File: src/rtl/multi_debouncer.sv
// N-channel button debouncer: 2-flop sync, stability counter, press/release/long-press strobes.
// Optional auto-repeat strobes after a long press are built only when DEBOUNCE_REPEAT_EN is defined.
module multi_debouncer #(
    parameter int CHANNELS        = 5,
    parameter int DEBOUNCE_CYCLES = 1000000,
    parameter int HOLD_CYCLES     = 100000000,
    parameter int REPEAT_CYCLES   = 20000000,
    parameter int ACTIVE_LOW_IN   = 0
) (
    input  logic                clk,
    input  logic                reset_n,
    input  logic [CHANNELS-1:0] button_in,
    output logic [CHANNELS-1:0] btn_out,
    output logic [CHANNELS-1:0] press_pulse,
    output logic [CHANNELS-1:0] release_pulse,
    output logic [CHANNELS-1:0] long_pulse,
    output logic [CHANNELS-1:0] repeat_pulse,
    output logic                any_active
);

    localparam int DW = $clog2(DEBOUNCE_CYCLES + 1);
    localparam int HW = $clog2(HOLD_CYCLES + 1);

    localparam logic [DW-1:0] DEB_LAST  = DW'(DEBOUNCE_CYCLES - 1);
    localparam logic [HW-1:0] HOLD_LAST = HW'(HOLD_CYCLES - 1);
    localparam logic [HW-1:0] HOLD_MAX  = HW'(HOLD_CYCLES);
    localparam logic          INVERT    = (ACTIVE_LOW_IN != 0);

`ifdef DEBOUNCE_REPEAT_EN
    localparam int RW = $clog2(REPEAT_CYCLES + 1);
    localparam logic [RW-1:0] REP_LAST = RW'(REPEAT_CYCLES - 1);
`endif

    if (CHANNELS < 1) begin : g_chk_channels
        $error("multi_debouncer: CHANNELS must be >= 1");
    end
    if (DEBOUNCE_CYCLES < 1) begin : g_chk_debounce
        $error("multi_debouncer: DEBOUNCE_CYCLES must be >= 1");
    end
    if (HOLD_CYCLES < 1) begin : g_chk_hold
        $error("multi_debouncer: HOLD_CYCLES must be >= 1");
    end
    if (REPEAT_CYCLES < 1) begin : g_chk_repeat
        $error("multi_debouncer: REPEAT_CYCLES must be >= 1");
    end

    function automatic logic [HW-1:0] hold_sat_inc(input logic [HW-1:0] v);
        return (v == HOLD_MAX) ? v : v + HW'(1);
    endfunction

    logic [CHANNELS-1:0] lvl;
    logic [CHANNELS-1:0] s0_q;
    logic [CHANNELS-1:0] s1_q;

    assign lvl = button_in ^ {CHANNELS{INVERT}};

    always_ff @(posedge clk or negedge reset_n) begin
        if (!reset_n) begin
            s0_q <= '0;
            s1_q <= '0;
        end else begin
            s0_q <= lvl;
            s1_q <= s0_q;
        end
    end

    for (genvar c = 0; c < CHANNELS; c++) begin : g_ch
        logic [DW-1:0] deb_q, deb_d;
        logic [HW-1:0] hold_q, hold_d;
        logic          btn_q, btn_d;
        logic          press_q, press_d;
        logic          rel_q, rel_d;
        logic          long_q, long_d;
        logic          accept;

        always_comb begin
            deb_d   = deb_q;
            btn_d   = btn_q;
            accept  = 1'b0;
            hold_d  = hold_q;
            long_d  = 1'b0;

            if (s1_q[c] == btn_q) begin
                deb_d = '0;
            end else if (deb_q == DEB_LAST) begin
                accept = 1'b1;
                btn_d  = s1_q[c];
                deb_d  = '0;
            end else begin
                deb_d = deb_q + DW'(1);
            end

            press_d = accept & s1_q[c];
            rel_d   = accept & ~s1_q[c];

            // Hold count runs only over a settled pressed level; the release edge clears it.
            if (!btn_q || rel_d) begin
                hold_d = '0;
            end else begin
                hold_d = hold_sat_inc(hold_q);
                long_d = (hold_q == HOLD_LAST);
            end
        end

        always_ff @(posedge clk or negedge reset_n) begin
            if (!reset_n) begin
                deb_q   <= '0;
                hold_q  <= '0;
                btn_q   <= 1'b0;
                press_q <= 1'b0;
                rel_q   <= 1'b0;
                long_q  <= 1'b0;
            end else begin
                deb_q   <= deb_d;
                hold_q  <= hold_d;
                btn_q   <= btn_d;
                press_q <= press_d;
                rel_q   <= rel_d;
                long_q  <= long_d;
            end
        end

        assign btn_out[c]       = btn_q;
        assign press_pulse[c]   = press_q;
        assign release_pulse[c] = rel_q;
        assign long_pulse[c]    = long_q;

`ifdef DEBOUNCE_REPEAT_EN
        logic [RW-1:0] rep_q, rep_d;
        logic          rep_pulse_q, rep_pulse_d;

        // A saturated hold counter means the long press has already fired.
        always_comb begin
            rep_d       = '0;
            rep_pulse_d = 1'b0;
            if (btn_q && !rel_d && (hold_q == HOLD_MAX)) begin
                if (rep_q == REP_LAST) begin
                    rep_pulse_d = 1'b1;
                end else begin
                    rep_d = rep_q + RW'(1);
                end
            end
        end

        always_ff @(posedge clk or negedge reset_n) begin
            if (!reset_n) begin
                rep_q       <= '0;
                rep_pulse_q <= 1'b0;
            end else begin
                rep_q       <= rep_d;
                rep_pulse_q <= rep_pulse_d;
            end
        end

        assign repeat_pulse[c] = rep_pulse_q;
`else
        assign repeat_pulse[c] = 1'b0;
`endif
    end

    assign any_active = |btn_out;

endmodule

File: config.mk
export PLATFORM = sky130hd
export DESIGN_NAME = multi_debouncer
export DESIGN_NICKNAME = d
export VERILOG_FILES = /design/src/rtl/multi_debouncer.sv
export SDC_FILE = /design/constraint.sdc
export NUM_CORES = 1
export LEC_CHECK = 0
export BUFFER_PORTS_ARGS = -buffer_cell sky130_fd_sc_hd__buf_4
export CAP_MARGIN = 20
export CORE_UTILIZATION = 45
export CTS_BUF_LIST = sky130_fd_sc_hd__clkbuf_4
export CTS_CLUSTER_SIZE = 25
export DETAILED_ROUTE_END_ITERATION = 16
export PLACE_DENSITY = 0.7
export RECOVER_POWER = 25
export REMOVE_ABC_BUFFERS = 1
export SLEW_MARGIN = 20
export SYNTH_ARGS = -nofsm -noshare
export SYNTH_HDL_FRONTEND = slang
export SYNTH_SLANG_ARGS = --single-unit
export TNS_END_PERCENT = 5
File: constraint.sdc
create_clock -name clk -period 3.45 [get_ports clk]
set_input_delay 0.1725 -clock clk [delete_from_list [all_inputs] [get_ports clk]]
set_output_delay 0.1725 -clock clk [all_outputs]
set_load 0.05 [all_outputs]
* Word level (Yosys, flattened, before mapping)
Index checks and enable logic that the tools add are counted.
** Storage, ports and cells
- Register bits after elaboration :: 265
- Input bits :: 7
- Output and inout port bits :: 26
- Word-level logic and storage cells :: 138
** Operators by class
- Add/sub/neg operators :: 10
- Eq/ne operators :: 25
- Mux-type cells :: 35
- Bitwise logic cells :: 20
- Reductions and logical operators :: 16
** Operators by type and width (count)
- == test 27 bit (second input constant) :: 10
- 2-to-1 mux 27 bit :: 10
- 2-to-1 mux 20 bit :: 10
- adder 27 x 1 -> 27 bit (second input constant) :: 5
- adder 20 x 1 -> 20 bit (second input constant) :: 5
- == test 20 bit (second input constant) :: 5
- 2-to-1 mux 1 bit :: 15
- bitwise AND 1 bit :: 10
- inequality test 2 bit (second input constant) :: 5
- inverter 1 bit :: 10
- AND reduction 2 bit :: 5
- == test 1 bit :: 5
- logical NOT 1 bit :: 5
- logical OR 1 bit :: 5
- OR reduction 5 bit :: 1

* Logic depth before layout (Yosys ltp)
Gate-level depths: netlist of run 1.
- Word-level depth :: 6
- Mapped depth :: 7
- Gate-level depth less buffers :: 6

* Worst setup path before layout of run 1
OpenSTA, ideal clock, no wires.
- Kind :: flip-flop to flip-flop
- Start :: reg g_ch[2].hold_q[1]
- End :: reg g_ch[2].hold_q[24]
- Arrival time :: 2068 ps
- Slack :: 1308 ps
- Cell stages (with the launch flop) :: 7
- Cell sequence :: dfrtp_1 ha_1 nand4_4 or4_4 buf_6 or4_4 a21oi_2
** On the way
- Cells in the longest elaborated chain, start to end :: 3
** RTL lines
- start: declaration :: RTL line 69 : logic [HW-1:0] hold_q, hold_d;
- start signal: assignment :: RTL line 115 : hold_q <= hold_d;
- adder 27 x 1 -> 27 bit :: RTL line 48 : return (v == HOLD_MAX) ? v : v + HW'(1);
- 2-to-1 mux 27 bit :: RTL line 48
- 2-to-1 mux 27 bit :: RTL line 97 : if (!btn_q || rel_d) begin
Parallel ways exist; a longest one is shown, timed or not. The select of a mux whose other input is x is not followed.
A chain may end at the register's enable or synchronous reset.

* Worst setup path in the final report of run 1
- Start :: reg g_ch[1].deb_q[0]
- End :: reg g_ch[1].hold_q[26]
** On the way
- Cells in the longest elaborated chain, start to end :: 6
** RTL lines
- start: declaration :: RTL line 68 : logic [DW-1:0] deb_q, deb_d;
- start signal: assignment :: RTL line 107 : deb_q <= '0;
- start signal: assignment :: RTL line 114 : deb_q <= deb_d;
- == test 20 bit (*) :: RTL line 85 : end else if (deb_q == DEB_LAST) begin
- 2-to-1 mux 1 bit (*) :: RTL line 85
- 2-to-1 mux 1 bit (*) :: RTL line 83 : if (s1_q[c] == btn_q) begin
- bitwise AND 1 bit (*) :: RTL line 94 : rel_d = accept & ~s1_q[c];
- logical OR 1 bit (*) :: RTL line 97
- inequality test 2 bit (no source line) or 2-to-1 mux 27 bit (tied branches)
- end signal: assignment :: RTL line 115
- end: declaration :: RTL line 69
Mark *: on every way between the ends. The rest lies on a longest branch, timed or not.

==> results.yml, run 1 <==
detailed_routing:
  wl_um: 27000
  ant_nets: 0
  routed-wl-met3_um: 994
  highest_layer: "met4"
  drc_errors: 0
  vias_per_cell: 5.65
  met1Wirelength_um: 12900
  wl_per_cell_um: 14.4
  firstDrtPassIters: 5
  met2_length_um: 12500
  drtIter0Drc: 651
  route.vias.total: 10633
timing:
  rsz0062_at_grt: "no"
  worst_slew_pin_slew_ns: 2.35
  drv_slew: 92
  skew_ns: 0.0350
  tns_ns: 0
  setup_viol: 0
  hold_viol_final: 0
  fmax_ghz: 0.417
  post-route-period-util_pct: 69.5
  max-slew-margin-rel_pct: -56.4
  min_period_ns: 2.40
clock_tree:
  cts_buffer_depth: 3
  cts_tree: "done"
  clkLatencyLatePin_ns: 0.68
  ctsHtreeMaxLevel: 3
  root_buffer: "clkbuf_4"
  post_cts_resized: 0
  cts_buffers: 74
  cts.sinks: 265
  clk_pin_slew_ns: 0.06
floorplan:
  coreArea_mm2: 0.0296
  die_w_um: 175
  dieArea_mm2: 0.0307
  fp.dieH_um: 175
  fp-row-count: 63
  pin_count: 33
  initial_utilization_pct: 45.6
placement:
  dpl_cell_area_mm2: 0.0139
  routabilityCongestion: 0.829
  io_buffers: 27
  dp_hpwl_um: 17600
setup_path:
  rr_startpoint: "g_ch[1].deb_q[0]"
  critical_path_peak_fanout: 22
  critical_path.startpoint_type: "flop"
  worst-path-buf-inv: 1
  path_delay_family: "compound AO/OA/AOI/OAI gates"
  r2r_setup_slack_ns: 1.05
  critPathKind: "reg -> reg"
  reg2reg_depth: 6
  crit_slowest_cell: "o31ai_4"
  max_stage_delay_ns: 0.80
  rr_endpoint: "g_ch[1].hold_q[26]"
  critPathRequiredTime_ns: 4.00
  crit_arrival_ns: 2.95
  crit_path_cell_trace: "ha_1 > and4_1 > nand4_1 > o31ai_4 > buf_4 > a21oi_1"
  end_kind: "flop"
global_routing:
  grt_first_pass_wirelength_um: 47500
  first_global_vias: 10373
  grt_overflow_total: 0
  grt_max_degree: 94
  grt.total_usage_pct: 18.3
  antenna_found_initial: 1
worst_hold_path:
  holdCritStartpoint: "button_in[2]"
  hold_path_end: "s0_q[2]"
  holdCritPathClass: "in -> reg"
  hold_depth: 2
yosys:
  synth_seq_cells: 265
  synth-edff-count: 0
  seq_area_frac_synth_pct: 49.1
  synth_top_area_share_pct: 49.1
  yosys_warnings: 0
  yosysUniqueCellTypes: 54
  synth.largest_area_cell: "dfrtp_1"
  async_reset_ff_share_pct: 100
  synth.avg_cell_area_um2: 9.75
  netlist_area_mm2: 0.0135
  synthCells: 1384
  synth_area_leaders: "dfrtp_1, xor2_1, nor2_1, a21oi_1, nand4_1"
  synth_ff_type: "dfrtp_1"
final_layout:
  layout.nets: 1460
  area_delta_synth_final_pct: 10.6
  final_area_mm2: 0.0149
  drive_above_1_share_pct: 12.4
run_status:
  status: "finished, violations left"
  violations: "capacitance limit, slew limit"
power_and_ir_drop:
  comb_power_share_pct: 2.2
  netSwitchingPower_w: 0.00142
  clockPowerShare_pct: 46.1
  power.density_mw_per_mm2: 409
  power_frac_seq_pct: 51.6
  ir_drop_mv: 0.232
  internal_power_w: 0.00469
  p_leak_nw: 5.72
  power_switching_share_pct: 23.2
flow_run:
  maxCapViolations: 1
[per-layer routing]
layer | up-vias | GRT usage (%)
li1 | 5200 | -
met1 | 5195 | 25.1
met2 | 182 | 28.5
met3 | 56 | 3.42
met4 | 0 | 7.36
met5 | - | 0
[synthesized netlist by cell type (5+ instances only)]
cell and number:
nor3_1 15, inv_1 37, nor2_1 141, xor2_1 77
nand4_1 73, or2_2 8, nor3b_1 10, nand3_1 80
or4_1 55, o31ai_1 44, xnor2_1 49, or3_1 52
buf_2 15, clkbuf_1 25, a21oi_1 101, nor4b_1 22
nand2b_1 5, o21ai_0 54, and4_1 28, mux2_2 5
nor4bb_1 5, buf_4 27, ha_1 15, nor4_1 23
and3_1 25, dfrtp_1 265, and2_1 12, nand2_1 73
[area by class of cell]
type	count	area (um^2)
multi-input combinational	1016	6370
tap	390	488
antenna	1	2.50
timing repair buffer	44	368
sequential	265	6630
inverter	37	139
fill	2772	14600
clock inverter	18	97.6
clock buffer	110	826
[logic make-up after synthesis]
group	Yosys count	share of synthesized area [%]
simple gates	649	27.4
flops	265	49.1
compound gates	216	9.48
xor+xnor	126	8.18
buf+inv	107	3.93
fa+ha+maj	15	1.39
mux	5	0.417
other cells	1	0.0278
[registers in the layout (all words and copies together), names as in the netlist]
register,cells
s1_q,5
g_ch.rel_q,5
g_ch.deb_q,100
g_ch.press_q,5
s0_q,5
g_ch.hold_q,135
g_ch.btn_q,5
g_ch.long_q,5
[layout by cell type (no fill, tap or decap), types with 22 or more instances in the layout]
cell | synthesis | layout
nor4b_1 | 22 | 22
clkbuf_4 | 0 | 115
xor2_1 | 77 | 77
inv_1 | 37 | 37
or4_1 | 55 | 55
nor2_1 | 141 | 141
o21ai_0 | 54 | 54
nand3_1 | 80 | 80
o31ai_1 | 44 | 44
and3_1 | 25 | 25
a21oi_1 | 101 | 101
nor4_1 | 23 | 23
nand4_1 | 73 | 73
or3_1 | 52 | 52
dfrtp_1 | 265 | 265
buf_4 | 27 | 30
xnor2_1 | 49 | 49
and4_1 | 28 | 28
nand2_1 | 73 | 73
[worst max path at each step]
stage	from	endpoint	slack (ns)	cells after the start
2_1_floorplan	g_ch[4].deb_q[0]	g_ch[4].hold_q[1]	1.08	5
3_3_place_gp	g_ch[1].deb_q[0]	g_ch[1].hold_q[26]	1.12	6
3_5_place_dp	g_ch[1].deb_q[0]	g_ch[1].hold_q[25]	1.04	6
4_1_cts	g_ch[1].deb_q[0]	g_ch[1].hold_q[25]	1.07	6
5_1_grt	reset_n	g_ch[3].hold_q[2]	0.87	2
6_report	g_ch[1].deb_q[0]	g_ch[1].hold_q[26]	1.05	6
[stage by stage]
stage	hold slack, ns	power (W)	std cells	util [%]	setup WS [ns]
after floorplan	-0.123	0.00325	1318	-	1.08
after global placement	0.244	0.00334	1746	47.2	1.12
after detailed placement	0.241	0.00335	1746	47.2	1.04
after CTS	0.0614	0.00624	1880	50.5	1.07
after global routing	0.147	0.00642	1881	50.5	0.867
final	0.154	0.00610	1881	50.5	1.05
[power by group through the flow]
stage	clock, W	sequential, W	combinational (W)
2_1_floorplan	0	0.00320	0.0000482
3_3_place_gp	0	0.00321	0.000138
3_5_place_dp	0	0.00321	0.000139
4_1_cts	0.00294	0.00315	0.000145
5_1_grt	0.00311	0.00315	0.000160
6_report	0.00282	0.00315	0.000136
[worst register-to-register path, delay by kind of cell (launching register included)]
kind	cells	cell delay [ns]
compound gates	2	0.85
fa+ha+maj	1	0.21
buf+inv	1	0.29
flops	1	0.39
simple gates	2	0.55
[what timing repair did]
| item | CTS | global route |
|---|---|---|
| hold buffers | 6 | 0 |
| buffers inserted | 0 | 0 |
| setup endpoints to repair | 0 | 0 |
| hold endpoints to repair | 95 | 0 |
Note: power is estimated with default switching activity, not from simulation.
==> run 2: changes to the inputs <==
--- a/config.mk
+++ b/config.mk
@@ -5,13 +5,14 @@
 export SDC_FILE = /design/constraint.sdc
 export NUM_CORES = 1
 export LEC_CHECK = 0
+export ABC_AREA = 1
 export BUFFER_PORTS_ARGS = -buffer_cell sky130_fd_sc_hd__buf_4
 export CAP_MARGIN = 20
 export CORE_UTILIZATION = 45
 export CTS_BUF_LIST = sky130_fd_sc_hd__clkbuf_4
 export CTS_CLUSTER_SIZE = 25
 export DETAILED_ROUTE_END_ITERATION = 16
-export PLACE_DENSITY = 0.7
+export PLACE_DENSITY = 0.69
 export RECOVER_POWER = 25
 export REMOVE_ABC_BUFFERS = 1
 export SLEW_MARGIN = 20
==> constraint.sdc (replaced) <==
create_clock -name clk -period 2.4 [get_ports clk]
set_input_delay 0.12 -clock clk [delete_from_list [all_inputs] [get_ports clk]]
set_output_delay 0.12 -clock clk [all_outputs]
set_load 0.05 [all_outputs]
==> results.yml, run 2 <==
yosys:
  yosys_warnings: 0
  synth_top_area_share_pct: 42.1
  synth_ff_type: "dfrtp_1"
  synth_top_family_by_area: "simple AND/OR/NAND/NOR gates"
  yosys.area_share.simple_pct: 40.7
  synth_common_cells: "nand2_1, nor2_1, dfrtp_1"
  synth_seq_cells: 265
  synth.largest_area_cell: "dfrtp_1"
  synth-xor-area-share_pct: 6.23
  seq_area_frac_synth_pct: 42.1
  synth_area_leaders: "dfrtp_1, nand2_1, nor2_1, inv_1, nand3_1"
  synth_compound_area_share_pct: 1.84
  synth-edff-count: 0
  synth.avg_cell_area_um2: 6.92
  synth-adder-area-share_pct: 1.19
  yosys.cell_count.top_type: "nand2_1"
  muxShareOfSynthArea_pct: 0
  netlist_area_mm2: 0.0157
  yosysUniqueCellTypes: 33
  async_reset_ff_share_pct: 100
  synthCells: 2273
final_layout:
  final_common_cell: "nand2_1"
  largest_register_ffs: 135
  final_util_pct: 50.2
  n_fill_cell: 3389
  top_register: "g_ch.hold_q"
  layout.nets: 2377
  drive_above_1_share_pct: 8.52
  top_regs: "g_ch.hold_q: 135 flops, g_ch.deb_q: 100 flops"
  area_delta_synth_final_pct: 10.0
  layout_common_cells: "nand2_1, nor2_1, dfrtp_1, inv_1, nand3_1"
timing:
  min_period_ns: 2.19
  post-route-period-util_pct: 91.1
  fmax_ghz: 0.457
  max-slew-margin-rel_pct: 28.0
  skew_ns: 0.0415
  rsz0062_at_grt: "no"
  drv_slew: 0
  setup_viol: 0
  hold_viol_final: 0
  tns_ns: 0
  worst_slew_pin_slew_ns: 1.08
clock_tree:
  cts.sinks: 265
  clk_pin_slew_ns: 0.06
  cts_buffer_depth: 3
  cts_buffers: 73
  ctsHtreeMaxLevel: 3
  cts_tree: "done"
  root_buffer: "clkbuf_4"
  clkLatencyLatePin_ns: 0.73
placement:
  io_buffers: 27
  routabilityCongestion: 0.948
  dp_hpwl_um: 25300
floorplan:
  dieArea_mm2: 0.0357
  die_w_um: 189
  coreArea_mm2: 0.0345
  pin_count: 33
  fp.dieH_um: 189
  fp-row-count: 68
  initial_utilization_pct: 45.7
global_routing:
  grt_first_pass_wirelength_um: 61200
  grt.total_usage_pct: 20.6
  grt_max_degree: 73
  antenna_found_initial: 1
  first_global_vias: 13624
  grt_overflow_total: 0
detailed_routing:
  wl_per_cell_um: 12.3
  firstDrtPassIters: 7
  wl_um: 35100
  ant_nets: 0
  vias_per_cell: 4.87
  route.vias.total: 13925
  drc_errors: 0
  drtIter0Drc: 931
setup_path:
  crit_arrival_ns: 2.07
  max_stage_delay_ns: 0.54
  crit_slowest_cell: "dfrtp_1"
  critPathKind: "reg -> out"
  critPathRequiredTime_ns: 2.28
  critical_path_peak_fanout: 6
  r2r_setup_slack_ns: 0.37
  critical_path.startpoint_type: "flop"
  end_kind: "output pin"
  crit_path_cell_trace: "nor3_2 > nand3_1 > buf_4"
power_and_ir_drop:
  power.density_mw_per_mm2: 515
  p_leak_nw: 7.34
  ir_drop_mv: 0.354
run_status:
  status: "completed"
worst_hold_path:
  holdCritPathClass: "in -> reg"
flow_run:
  maxCapViolations: 0
## run 2: changes by cell type after synthesis, moves of 52 or more
cell / previous run / this run
nand2_1: 73 / 673
nor2_1: 141 / 599
inv_1: 37 / 240
a21oi_1: 101 / 33
or4_1: 55 / 0
or3_1: 52 / 0
## run 2: logic make-up after synthesis
group | count (synthesis)
XOR/XNOR | 112
adder cells (fa/ha/maj) | 15
AND/OR/NAND/NOR | 1540
AO/OA/AOI/OAI | 55
other | 1
buffers and inverters | 285
flip-flops | 265
## run 2: cell type report
type | count | area, um^2 | area share (%)
repair buffers | 42 | 374 | 2.16
diodes | 1 | 2.50 | 0.0145
clock inverters | 27 | 189 | 1.09
clock buffers | 98 | 736 | 4.25
well taps | 455 | 569 | 3.29
inverters | 246 | 923 | 5.33
flip-flops and latches | 265 | 6630 | 38.3
multi-input cells | 1727 | 7890 | 45.6
## run 2: repair_timing
action | 4_1_cts | 5_1_grt
endpoints found under the hold margin | 270 | 0
setup buffers | 0 | 0
hold buffers | 10 | 0
setup endpoints to repair | 1 | 0
gates resized for setup | 1 | 0
## run 2: worst max-delay path, delay by kind of cell, from the launching register on
family        cells  cell delay, ns
buf+inv           1            0.22
flops             1            0.54
simple gates      2            0.58
## run 2: per-layer routing
metal / vias to the layer above / track usage, % / part of all wire, %
li1: 7141 / - / -
met1: 6407 / 26.3 / 47
met2: 310 / 34.3 / 47
met3: 67 / 3.97 / 4.7
met4: 0 / 8.10 / 2.0
met5: - / 0 / 0
## run 2: path summary, 6_finish.rpt
check                                 start            endpoint  cells past startpoint
max                           g_ch[0].btn_q          any_active                      3
min                            button_in[0]             s0_q[0]                      2
max reg2reg                g_ch[4].deb_q[0]       g_ch[4].btn_q                      6
min reg2reg                         s0_q[3]             s1_q[3]                      0
max in group asynchronous           reset_n  g_ch[3].hold_q[26]                      4
min in group asynchronous           reset_n    g_ch[0].deb_q[8]                      3
## run 2: per-stage QoR
stage	hold slack, ns	instances	power [W]	area, um^2	setup WS [ns]
6_report	0.0818	2861	0.00892	17300	0.214
5_1_grt	0.0589	2861	0.00939	17300	0.0772
4_1_cts	0.00352	2860	0.00913	17300	0.0880
3_5_place_dp	0.137	2725	0.00483	16300	0.373
3_3_place_gp	0.137	2725	0.00483	16300	0.406
2_1_floorplan	-0.176	2238	0.00469	15400	0.664
## run 2: power by group
part / total [W] / internal, W / leakage, nW / switching (W)
Combinational: 0.000235 / 0.0000595 / 3.11 / 0.000175
Sequential: 0.00452 / 0.00450 / 3.67 / 0.0000206
Clock: 0.00417 / 0.00222 / 0.555 / 0.00194
Total: 0.00892 / 0.00678 / 7.34 / 0.00214
